<file path="src/rtl/mesm6_mem_arbiter.sv">
// Merges the mesm6_core instruction and data buses onto one single-ported
// 32K x 48-bit memory, with registered read data, done pulses and a watchdog.
module mesm6_mem_arbiter #(
  parameter int ROUND_ROBIN = 0,
  parameter int TIMEOUT     = 255
) (
  input  logic        clk,
  input  logic        reset,
  input  logic        ibus_fetch,
  input  logic [14:0] ibus_addr,
  output logic [47:0] ibus_input,
  output logic        ibus_done,
  input  logic        dbus_read,
  input  logic        dbus_write,
  input  logic [14:0] dbus_addr,
  input  logic [47:0] dbus_output,
  output logic [47:0] dbus_input,
  output logic        dbus_done,
  output logic        mem_req,
  output logic        mem_we,
  output logic [14:0] mem_addr,
  output logic [47:0] mem_wdata,
  input  logic [47:0] mem_rdata,
  input  logic        mem_ack,
  output logic        bus_error
);

  typedef enum logic [1:0] {
    ST_IDLE = 2'd0,
    ST_IACC = 2'd1,
    ST_DACC = 2'd2,
    ST_DONE = 2'd3
  } state_t;

  // Watchdog value at which the access is given up (counter starts at zero).
  localparam logic [7:0]  WD_LIMIT = 8'(TIMEOUT - 1);
  localparam logic [47:0] ERR_DATA = 48'hFFFF_FFFF_FFFF;

  state_t      state_r;
  state_t      state_next_s;
  logic [7:0]  watchdog_r;
  logic        last_grant_d_r;
  logic        i_pend_s;
  logic        d_pend_s;
  logic        in_acc_s;
  logic        grant_i_s;
  logic        grant_d_s;
  logic        ack_s;
  logic        expire_s;
  logic        finish_s;

  logic        mem_req_r;
  logic        mem_we_r;
  logic [14:0] mem_addr_r;
  logic [47:0] mem_wdata_r;
  logic [47:0] ibus_input_r;
  logic [47:0] dbus_input_r;
  logic        ibus_done_r;
  logic        dbus_done_r;
  logic        bus_error_r;

  assign i_pend_s = ibus_fetch;
  assign d_pend_s = dbus_read | dbus_write;
  assign in_acc_s = (state_r == ST_IACC) || (state_r == ST_DACC);
  assign finish_s = ack_s | expire_s;

  // Next-state, grant and access-termination decode
  always_comb begin
    state_next_s = state_r;
    grant_i_s    = 1'b0;
    grant_d_s    = 1'b0;
    ack_s        = 1'b0;
    expire_s     = 1'b0;
    case (state_r)
      ST_IDLE: begin
        if (i_pend_s && d_pend_s) begin
          if ((ROUND_ROBIN == 0) || !last_grant_d_r) begin
            grant_d_s = 1'b1;
          end else begin
            grant_i_s = 1'b1;
          end
        end else if (i_pend_s) begin
          grant_i_s = 1'b1;
        end else if (d_pend_s) begin
          grant_d_s = 1'b1;
        end else begin
          grant_i_s = 1'b0;
        end
        if (grant_i_s) begin
          state_next_s = ST_IACC;
        end else if (grant_d_s) begin
          state_next_s = ST_DACC;
        end else begin
          state_next_s = ST_IDLE;
        end
      end
      ST_IACC, ST_DACC: begin
        // An acknowledge in the same cycle as expiry still completes normally.
        if (mem_ack) begin
          ack_s        = 1'b1;
          state_next_s = ST_DONE;
        end else if (watchdog_r == WD_LIMIT) begin
          expire_s     = 1'b1;
          state_next_s = ST_DONE;
        end else begin
          state_next_s = state_r;
        end
      end
      ST_DONE: begin
        state_next_s = ST_IDLE;
      end
      default: begin
        state_next_s = ST_IDLE;
      end
    endcase
  end

  // FSM state register
  always_ff @(posedge clk) begin
    if (reset) begin
      state_r <= ST_IDLE;
    end else begin
      state_r <= state_next_s;
    end
  end

  // Memory-side strobe, address, write data and last-grant tracking
  always_ff @(posedge clk) begin
    if (reset) begin
      mem_req_r      <= 1'b0;
      mem_we_r       <= 1'b0;
      mem_addr_r     <= 15'd0;
      mem_wdata_r    <= 48'd0;
      last_grant_d_r <= 1'b0;
    end else if (grant_i_s) begin
      mem_req_r      <= 1'b1;
      mem_we_r       <= 1'b0;
      mem_addr_r     <= ibus_addr;
      mem_wdata_r    <= 48'd0;
      last_grant_d_r <= 1'b0;
    end else if (grant_d_s) begin
      mem_req_r      <= 1'b1;
      mem_we_r       <= dbus_write;
      mem_addr_r     <= dbus_addr;
      mem_wdata_r    <= dbus_output;
      last_grant_d_r <= 1'b1;
    end else if (finish_s) begin
      mem_req_r      <= 1'b0;
      mem_we_r       <= 1'b0;
    end
  end

  // Watchdog: counts unacknowledged access cycles, clears outside an access
  always_ff @(posedge clk) begin
    if (reset) begin
      watchdog_r <= 8'd0;
    end else if (in_acc_s && !finish_s) begin
      watchdog_r <= watchdog_r + 8'd1;
    end else begin
      watchdog_r <= 8'd0;
    end
  end

  // Completion pulses and per-port read data capture
  always_ff @(posedge clk) begin
    if (reset) begin
      ibus_done_r  <= 1'b0;
      dbus_done_r  <= 1'b0;
      bus_error_r  <= 1'b0;
      ibus_input_r <= 48'd0;
      dbus_input_r <= 48'd0;
    end else begin
      ibus_done_r <= (state_r == ST_IACC) && finish_s;
      dbus_done_r <= (state_r == ST_DACC) && finish_s;
      bus_error_r <= expire_s;
      if ((state_r == ST_IACC) && ack_s) begin
        ibus_input_r <= mem_rdata;
      end else if ((state_r == ST_IACC) && expire_s) begin
        ibus_input_r <= ERR_DATA;
      end
      // Writes leave the data-side read register untouched.
      if ((state_r == ST_DACC) && !mem_we_r && ack_s) begin
        dbus_input_r <= mem_rdata;
      end else if ((state_r == ST_DACC) && !mem_we_r && expire_s) begin
        dbus_input_r <= ERR_DATA;
      end
    end
  end

  assign mem_req    = mem_req_r;
  assign mem_we     = mem_we_r;
  assign mem_addr   = mem_addr_r;
  assign mem_wdata  = mem_wdata_r;
  assign ibus_input = ibus_input_r;
  assign dbus_input = dbus_input_r;
  assign ibus_done  = ibus_done_r;
  assign dbus_done  = dbus_done_r;
  assign bus_error  = bus_error_r;

endmodule

</file>
<file path="config.mk">
export PLATFORM = sky130hd
export DESIGN_NAME = mesm6_mem_arbiter
export DESIGN_NICKNAME = d
export VERILOG_FILES = /design/src/rtl/mesm6_mem_arbiter.sv
export SDC_FILE = /design/constraint.sdc
export NUM_CORES = 1
export LEC_CHECK = 0
export ABC_AREA = 1
export BUFFER_PORTS_ARGS = -buffer_cell sky130_fd_sc_hd__buf_4
export CAP_MARGIN = 10
export CORE_MARGIN = 2
export CORE_UTILIZATION = 42
export CTS_BUF_LIST = sky130_fd_sc_hd__clkbuf_8 sky130_fd_sc_hd__clkbuf_16
export CTS_CLUSTER_SIZE = 30
export DETAILED_ROUTE_END_ITERATION = 7
export HOLD_SLACK_MARGIN = 0.12
export PLACE_DENSITY = 0.75
export SYNTH_ARGS = -nofsm -noshare
export SYNTH_HDL_FRONTEND = slang
export SYNTH_SLANG_ARGS = --single-unit
</file>
<file path="constraint.sdc">
create_clock -name clk -period 1.8 [get_ports clk]
set_clock_uncertainty 0.1 [all_clocks]
set_input_delay 0.18 -clock clk [delete_from_list [all_inputs] [get_ports clk]]
set_output_delay 0.18 -clock clk [all_outputs]
set_load 0.01 [all_outputs]
</file>
After elaboration in Yosys (flattened, before gate mapping) --
Index checks and enable logic that the tools add are counted.
Storage, ports and cells: logic and storage cells 70, register bits after elaboration 174, output and inout port bits 164
Cells by class: bitwise operators 3, equality and inequality tests 5, mux-type cells 29, reduce and logical (&&, ||, !) cells 21, add/sub/neg operators 1
Operators with widths (number):
- $mux W48 | 4
- $mux W15 | 2
- $mux W1 | 18
- $logic_and A1 B1 Y1 | 9
- $add A8 B1 Y8 const B | 1
- $eq A8 B8 Y1 const B | 1
- $mux W2 | 4
- $reduce_bool A2 Y1 | 4
- $pmux W2 S3 | 1
- $reduce_or A2 Y1 | 3
- $eq A2 B2 Y1 const B | 2
- $ne A3 B3 Y1 const B | 1
- $reduce_bool A3 Y1 | 1
- $eq A2 B1 Y1 const B | 1
- $logic_not A1 Y1 | 2
- $logic_not A2 Y1 | 1
- $or A1 B1 Y1 | 2
- $logic_or A1 B1 Y1 | 1
- $not A1 Y1 | 1

Longest topological paths before layout --
Gate-level depths: netlist of the first run.
word-level depth 9, depth in mapped cells 10, gate-level depth less buffers 9

Least setup slack after synthesis of the first run --
OpenSTA, ideal clock, no wires.
path kind reg-to-reg, start point reg state_r[0], end point reg ibus_input_r[40], in the netlist ibus_input[40], path buffers 2, cell stages (with the launch flop) 11, setup slack 0.049 ns, setup time 0.066 ns, data required time 1.634 ns, arrival time 1.584 ns, cells stage by stage dfxtp_1 -> inv_1 -> ha_1 -> inv_2 -> nor2_2 -> nand3_2 -> nand2_1 -> nand2_1 -> buf_6 -> buf_6 -> a21oi_2
Between the ends: cells in the longest elaborated chain, start to end 5, elaborated cells between the ends (all ways) 9, those cells by class eq/ne: 2; mux: 3; reduce/logical: 4
Ends and longest elaborated chain:
- start: declaration | line 39 | state_t state_r;
- start signal: assignment | line 123 | state_r <= state_next_s;
- $eq A2 B1 Y1 / $eq A2 B2 Y1 (equally long branches) | line 74, 176, 178
- $reduce_or A2 Y1 | line 74 | case (state_r)
- $mux W1 | line 74
- $logic_and A1 B1 Y1 (on tied branches) | line 176, 178
- $mux W48 / $reduce_bool A2 Y1 (equally long branches)
- end signal: assignment | line 177 | ibus_input_r <= mem_rdata;
- end: declaration | line 56 | logic [47:0] ibus_input_r;
Parallel ways exist; a longest one is shown, timed or not. A chain may end at the register's enable or synchronous reset.

Worst setup path after layout of the first run --
start point reg state_r[0], end point reg dbus_input_r[22], in the netlist dbus_input[22]
Between the ends: cells in the longest elaborated chain, start to end 5, elaborated cells between the ends (all ways) 10, those cells by class eq/ne: 2; mux: 3; reduce/logical: 5
Ends and longest elaborated chain:
- $eq A2 B1 Y1 / $eq A2 B2 Y1 (equally long branches) | line 74, 182, 184
- $reduce_or A2 Y1 | line 74
- $mux W1 | line 74
- $logic_and A1 B1 Y1 (on tied branches) | line 182, 184
- $mux W48 / $reduce_bool A2 Y1 (equally long branches)
- end signal: assignment | line 183 | dbus_input_r <= mem_rdata;
- end: declaration | line 57 | logic [47:0] dbus_input_r;
Parallel ways exist; a longest one is shown, timed or not.

==> impl_metrics.py, run 1 <==
metrics = {
    "synth": {
        "yosysTopAreaCell": "dfxtp_1",
        "netlist_area_um2": 6580,
        "synth.yosys.seq_area_share_pct": 53.0,
        "syn_inst": 839,
        "ys_types": 24,
        "synth_nets": 977,
        "yosys_warnings": 0,
        "ys_ff_latch": 174,
        "synth.area.top_cells": "dfxtp_1, a21oi_1, nand2_1",
        "synth.top_cell.area_share_pct": 53.0,
        "avgSynthCellArea_um2": 7.84,
    },
    "sta": {
        "drv_slew": 0,
        "hold_viol_final": 0,
        "tightest_slew_ns": 0.323,
        "rsz0062_at_grt": "true",
        "fin_crit_sh_pct": 94.8,
        "fin_crit_ns": 1.71,
        "setup_ws_ns": 0.0935,
        "max_freq_ghz": 0.586,
        "finalSetupViolCount": 0,
        "relSlewSlack_pct": 78.3,
    },
    "die": {
        "fp.dieW_um": 129,
        "start_util_pct": 43.1,
        "num_rows": 45,
        "die_h_um": 129,
        "dieArea_um2": 16700,
        "boundaryPins": 296,
        "core_um2": 15300,
    },
    "route": {
        "drtAntennaViolNets": 0,
        "drt_wl_total_um": 22700,
        "drc": 0,
        "first_pass_iters": 5,
        "wire_per_inst_um": 15.4,
        "vias": 7097,
        "first_iter_violations": 401,
        "viasPerCell": 4.81,
    },
    "layout": {
        "mostFrequentLayoutCell": "buf_4",
        "layout-drive-gt1-share_pct": 30.9,
        "nNetsFinal": 1390,
        "final_cell_mix": "buf_4, dfxtp_1, nand2_1",
        "area_growth_pct": 67.3,
        "fin_cells": 1477,
        "fin_area_um2": 11000,
    },
    "grt": {
        "grt_usage_pct": 26.1,
        "grt_pass1_vias": 6991,
        "grt_pass1_wl_um": 34300,
        "grt_overflow": 0,
        "grt_antenna_before_repair": 1,
        "grt_max_degree": 66,
    },
    "setup_path": {
        "end_kind": "flop",
        "reg2regPathDepth": 9,
        "critical_path_class": "flop to flop",
        "critical_path.max_fanout": 24,
        "r2r_start": "state_r[0]",
        "cp-start-kind": "flop",
        "rrSetupSlack_ns": 0.09,
        "r2r_end": "dbus_input[22]",
        "startpoint": "state_r[0]",
        "arrival_ns": 1.96,
        "worst_ep_required_time_ns": 2.05,
    },
    "min_path": {
        "holdPathEnd": "ibus_input[14]",
        "hp-class": "flop to flop",
        "min_path_cells": 2,
        "min_from": "ibus_input[14]",
    },
    "power": {
        "power_density_nw_per_um2": 1210,
        "peakVddDrop_v": 0.000640,
        "pwr-share-seq_pct": 38.1,
        "switchingPower_w": 0.00466,
        "combPwrFrac_pct": 36.9,
        "p_total_w": 0.0134,
        "internal_power_w": 0.00870,
        "power_leakage_nw": 4.86,
        "p_clk_share_pct": 25.0,
        "swShare_pct": 34.9,
    },
    "placement": {
        "dpl_worst_slack_ns": -0.0122,
        "port_buffers": 295,
        "dpl-instance-area_um2": 9040,
        "place_congestion": 0.809,
        "place_inst": 1310,
        "hpwl_um": 13300,
    },
    "outcome": {
        "status": "finished, final reports clean",
    },
    "clock_tree": {
        "clock-root-buffer": "clkbuf_16",
        "cts_tree": "yes",
        "clkLatencyLatePin_ns": 0.41,
        "htreeDepth": 4,
        "cts_sinks": 174,
        "clk_pin_slew_worst_paths_ns": 0.06,
        "clockBufferDepth": 2,
        "cts_made_buffers": 17,
    },
    "flow_run": {
        "drv_cap": 0,
    },
}
final cells by class:
class / instances / area (um2)
sequential: 174 / 3480
clock inverter: 14 / 93.8
tap: 211 / 264
timing repair buffer: 446 / 3800
clock buffer: 18 / 439
antenna: 1 / 2.50
fill: 1059 / 4260
inverter: 144 / 541
multi-input combinational: 469 / 2380
cells by family (layout without fill, tap and decap cells):
logic type | after synthesis | after routing | share of synthesized area [%]
XOR/XNOR | 3 | 3 | 0.400
flip-flops | 174 | 174 | 53.0
buffers and inverters | 196 | 622 | 12.1
other | 0 | 1 | 0
AO/OA/AOI/OAI | 278 | 278 | 22.4
adder cells (fa/ha/maj) | 6 | 6 | 1.14
AND/OR/NAND/NOR | 182 | 182 | 11.0
power by group through the flow:
stage	Clock, W	Combinational (W)	Sequential [W]
after floorplan	0	0.00195	0.00547
after global placement	0	0.00439	0.00512
after detailed placement	0	0.00443	0.00514
after CTS	0.00340	0.00471	0.00508
after global routing	0.00352	0.00536	0.00517
final	0.00334	0.00492	0.00509
cells in the mapped netlist:
| cell type | count |
|---|---|
| nor2_2 | 2 |
| nand2_2 | 2 |
| ha_1 | 6 |
| o21ai_0 | 109 |
| clkbuf_1 | 30 |
| inv_1 | 143 |
| dfxtp_1 | 174 |
| inv_2 | 1 |
| buf_6 | 6 |
| o21ai_1 | 4 |
| buf_2 | 12 |
| nand4_1 | 1 |
| xnor2_1 | 2 |
| clkbuf_2 | 1 |
| buf_1 | 3 |
| nand2_1 | 146 |
| nor2_1 | 16 |
| nand3_1 | 10 |
| nand3_2 | 1 |
| a21oi_1 | 143 |
| xor2_1 | 1 |
| nor3_1 | 3 |
| nor3b_1 | 1 |
| a21oi_2 | 22 |
stage by stage:
step / hold WS (ns) / TNS [ns] / utilization (%)
after floorplan: 0.228 / 0 / -
after global placement: 0.335 / 0 / 59.2
after detailed placement: 0.338 / -0.0186 / 59.2
after CTS: 0.348 / 0 / 71.4
after global routing: 0.360 / -0.0133 / 72.1
final: 0.347 / 0 / 72.1
registers in the layout, indices dropped and copies added, names as in the netlist, 2 cells and up:
register	count
ibus_input	48
watchdog_r	8
mem_wdata	48
dbus_input	48
mem_addr	15
state_r	2
critical path, stage by stage (launching register included):
cell	delay, ns
dfxtp_1	0.35
inv_2	0.08
ha_4	0.29
inv_2	0.04
nor2_4	0.12
nand3_4	0.10
nand2_2	0.12
nand2_4	0.09
buf_12	0.17
a21oi_2	0.15
how the worst max path moves through the flow:
| stage | end | slack (ns) |
|---|---|---|
| floorplan | ibus_input[40] | 0.05 |
| global placement | ibus_input[20] | 0.08 |
| detailed placement | ibus_input[6] | -0.01 |
| CTS | ibus_input[18] | 0.03 |
| global route | mem_addr[14] | -0.01 |
| finish | dbus_input[22] | 0.09 |
layer usage:
layer	track usage, %	share of wire, %	vias up
met5	0	0	-
met4	12.2	3.3	0
met3	8.05	8.9	59
met2	45.6	48	330
met1	28.9	39	3222
li1	-	-	3486
repair_timing:
item | CTS | global route
buffers inserted | 0 | 1
endpoints found under the setup margin | 6 | 139
endpoints found under the hold margin | 165 | 0
pin swaps | 0 | 2
cloned | 0 | 2
hold buffers | 131 | 0
gates resized for setup | 1 | 20
Power figures use the tool's default switching activity.
==> run 2: changes to the inputs <==
--- a/config.mk
+++ b/config.mk
@@ -15,6 +15,7 @@
 export DETAILED_ROUTE_END_ITERATION = 7
 export HOLD_SLACK_MARGIN = 0.12
 export PLACE_DENSITY = 0.75
+export RECOVER_POWER = 50
 export SYNTH_ARGS = -nofsm -noshare
 export SYNTH_HDL_FRONTEND = slang
 export SYNTH_SLANG_ARGS = --single-unit
==> run 2 against run 1 <==
Sequential share of layout area increased by 1.9 points; highest routed layer unchanged; final area decreased by 5.6%; die area unchanged; largest cell class is now flip-flops and latches; critical path depth unchanged; fmax increased by 0.37%; count of clock-buffer cells in the layout unchanged; final cell count unchanged.
==> impl_metrics.py, run 2 (synthesis results as in run 1) <==
metrics = {
    "clock_tree": {
        "htreeDepth": 4,
        "clockBufferDepth": 2,
        "clock-root-buffer": "clkbuf_16",
        "cts_made_buffers": 17,
        "cts_sinks": 174,
        "clkLatencyLatePin_ns": 0.42,
        "cts_tree": "yes",
        "clk_pin_slew_worst_paths_ns": 0.07,
    },
    "sta": {
        "fin_crit_sh_pct": 94.5,
        "tightest_slew_ns": 0.326,
        "drv_slew": 0,
        "max_freq_ghz": 0.588,
        "hold_viol_final": 0,
        "fin_setup_tns_ns": 0,
        "rsz0062_at_grt": "true",
        "finalSetupViolCount": 0,
        "fin_crit_ns": 1.70,
        "relSlewSlack_pct": 78.0,
    },
    "placement": {
        "place_congestion": 0.809,
        "hpwl_um": 13300,
        "port_buffers": 295,
        "place_inst": 1310,
    },
    "grt": {
        "grt_usage_pct": 26.1,
        "grt_antenna_before_repair": 1,
        "use_met3_pct": 8.05,
        "grt_util_met2_pct": 45.6,
        "grt_pass1_wl_um": 34300,
        "met1_usage_pct": 28.9,
        "grt_pass1_vias": 6991,
        "grt_max_degree": 66,
        "busiest_layer": "met2",
        "grt_overflow": 0,
    },
    "layout": {
        "final_cell_mix": "dfxtp_1, clkbuf_1, nand2_1",
        "fill_cells": 1262,
        "nNetsFinal": 1390,
        "mostFrequentLayoutCell": "dfxtp_1",
        "layout-drive-gt1-share_pct": 17.9,
        "fin_cells": 1477,
        "area_growth_pct": 57.9,
    },
    "route": {
        "drt_wl_total_um": 22700,
        "drc": 0,
        "first_iter_violations": 421,
        "first_pass_iters": 5,
        "wire_per_inst_um": 15.4,
        "drtAntennaViolNets": 0,
        "vias": 7083,
        "viasPerCell": 4.80,
    },
    "setup_path": {
        "critPathSlowestCell": "dfxtp_1",
        "worst_ep_required_time_ns": 2.05,
        "max_stage_delay_ns": 0.36,
        "arrival_ns": 1.95,
        "critical_path_class": "flop to flop",
        "cp-start-kind": "flop",
        "path_common_cell": "inv_2",
        "critical_path.max_fanout": 24,
        "worstPathCellList": "inv_2 -> ha_4 -> inv_2 -> nor2_4 -> nand3_4 -> nand2_2 -> nand2_4 -> buf_12 -> a21oi_2",
        "end_kind": "flop",
        "r2r_start": "state_r[0]",
        "startpoint": "state_r[0]",
    },
    "power": {
        "power_density_nw_per_um2": 1230,
        "p_total_w": 0.0128,
        "peakVddDrop_v": 0.000622,
        "power_leakage_nw": 4.17,
    },
    "die": {
        "num_rows": 45,
        "core_um2": 15300,
        "boundaryPins": 296,
        "fp.dieW_um": 129,
        "dieArea_um2": 16700,
        "die_h_um": 129,
        "start_util_pct": 43.1,
    },
    "min_path": {
        "hp-class": "flop to flop",
        "min_from": "dbus_input[18]",
    },
    "outcome": {
        "status": "finished, final reports clean",
    },
    "flow_run": {
        "drv_cap": 0,
    },
}
## run 2: cell types whose count changed in the layout (fill, tap and decap cells not counted), sizes merged
cell / delta
buf: -164
clkbuf: +164
## run 2: worst paths after layout
check                         to  slack [ns]  cells after the start
setup / recovery  dbus_input[22]         0.1                      9
hold / removal    dbus_input[18]        0.35                      2
setup reg to reg  dbus_input[22]         0.1                      9
hold reg to reg   dbus_input[18]        0.35                      2
## run 2: layout make-up
class	instances	area, um2	share of cell area [%]
inverters	144	541	5.20
clock inverters	14	93.8	0.904
flip-flops and latches	174	3480	33.5
clock buffers	18	439	4.23
diodes	1	2.50	0.0241
well taps	211	264	2.54
repair buffers	446	3190	30.7
multi-input cells	469	2380	22.9
## run 2: per-stage QoR
| stage | utilization (%) | setup slack, ns | area (um2) | hold WS, ns |
|---|---|---|---|---|
| final | 68.1 | 0.0998 | 10400 | 0.345 |
| after global routing | 68.1 | -0.0133 | 10400 | 0.359 |
| after CTS | 71.4 | 0.0326 | 10900 | 0.348 |
| after detailed placement | 59.2 | -0.0122 | 9040 | 0.338 |
| after global placement | 59.2 | 0.0751 | 9040 | 0.335 |
| after floorplan | - | 0.0495 | 6580 | 0.228 |
## run 2: report_power, final
| part | internal, W | switching, W |
|---|---|---|
| clock network | 0.00180 | 0.00155 |
| logic | 0.00166 | 0.00268 |
| registers | 0.00465 | 0.000426 |
| total | 0.00811 | 0.00466 |
## run 2: repair_timing
item,CTS,global route
pin swaps,0,2
endpoints found under the setup margin,6,139
hold buffers,131,0
setup buffers,0,1
cloned,0,2
endpoints found under the hold margin,165,0
resized for setup,1,20
## run 2: routing by layer
| layer | up-vias | share of wire [%] |
|---|---|---|
| met1 | 3208 | 40 |
| met4 | 0 | 3.2 |
| met2 | 337 | 48 |
| met5 | - | 0 |
| met3 | 56 | 8.7 |
| li1 | 3482 | - |
## run 2: worst max-delay path, delay by kind of cell, from the launching register on
family          cells  cell delay, ns
buf+inv             3            0.30
compound gates      1            0.15
flops               1            0.36
simple gates        4            0.43
fa+ha+maj           1            0.28
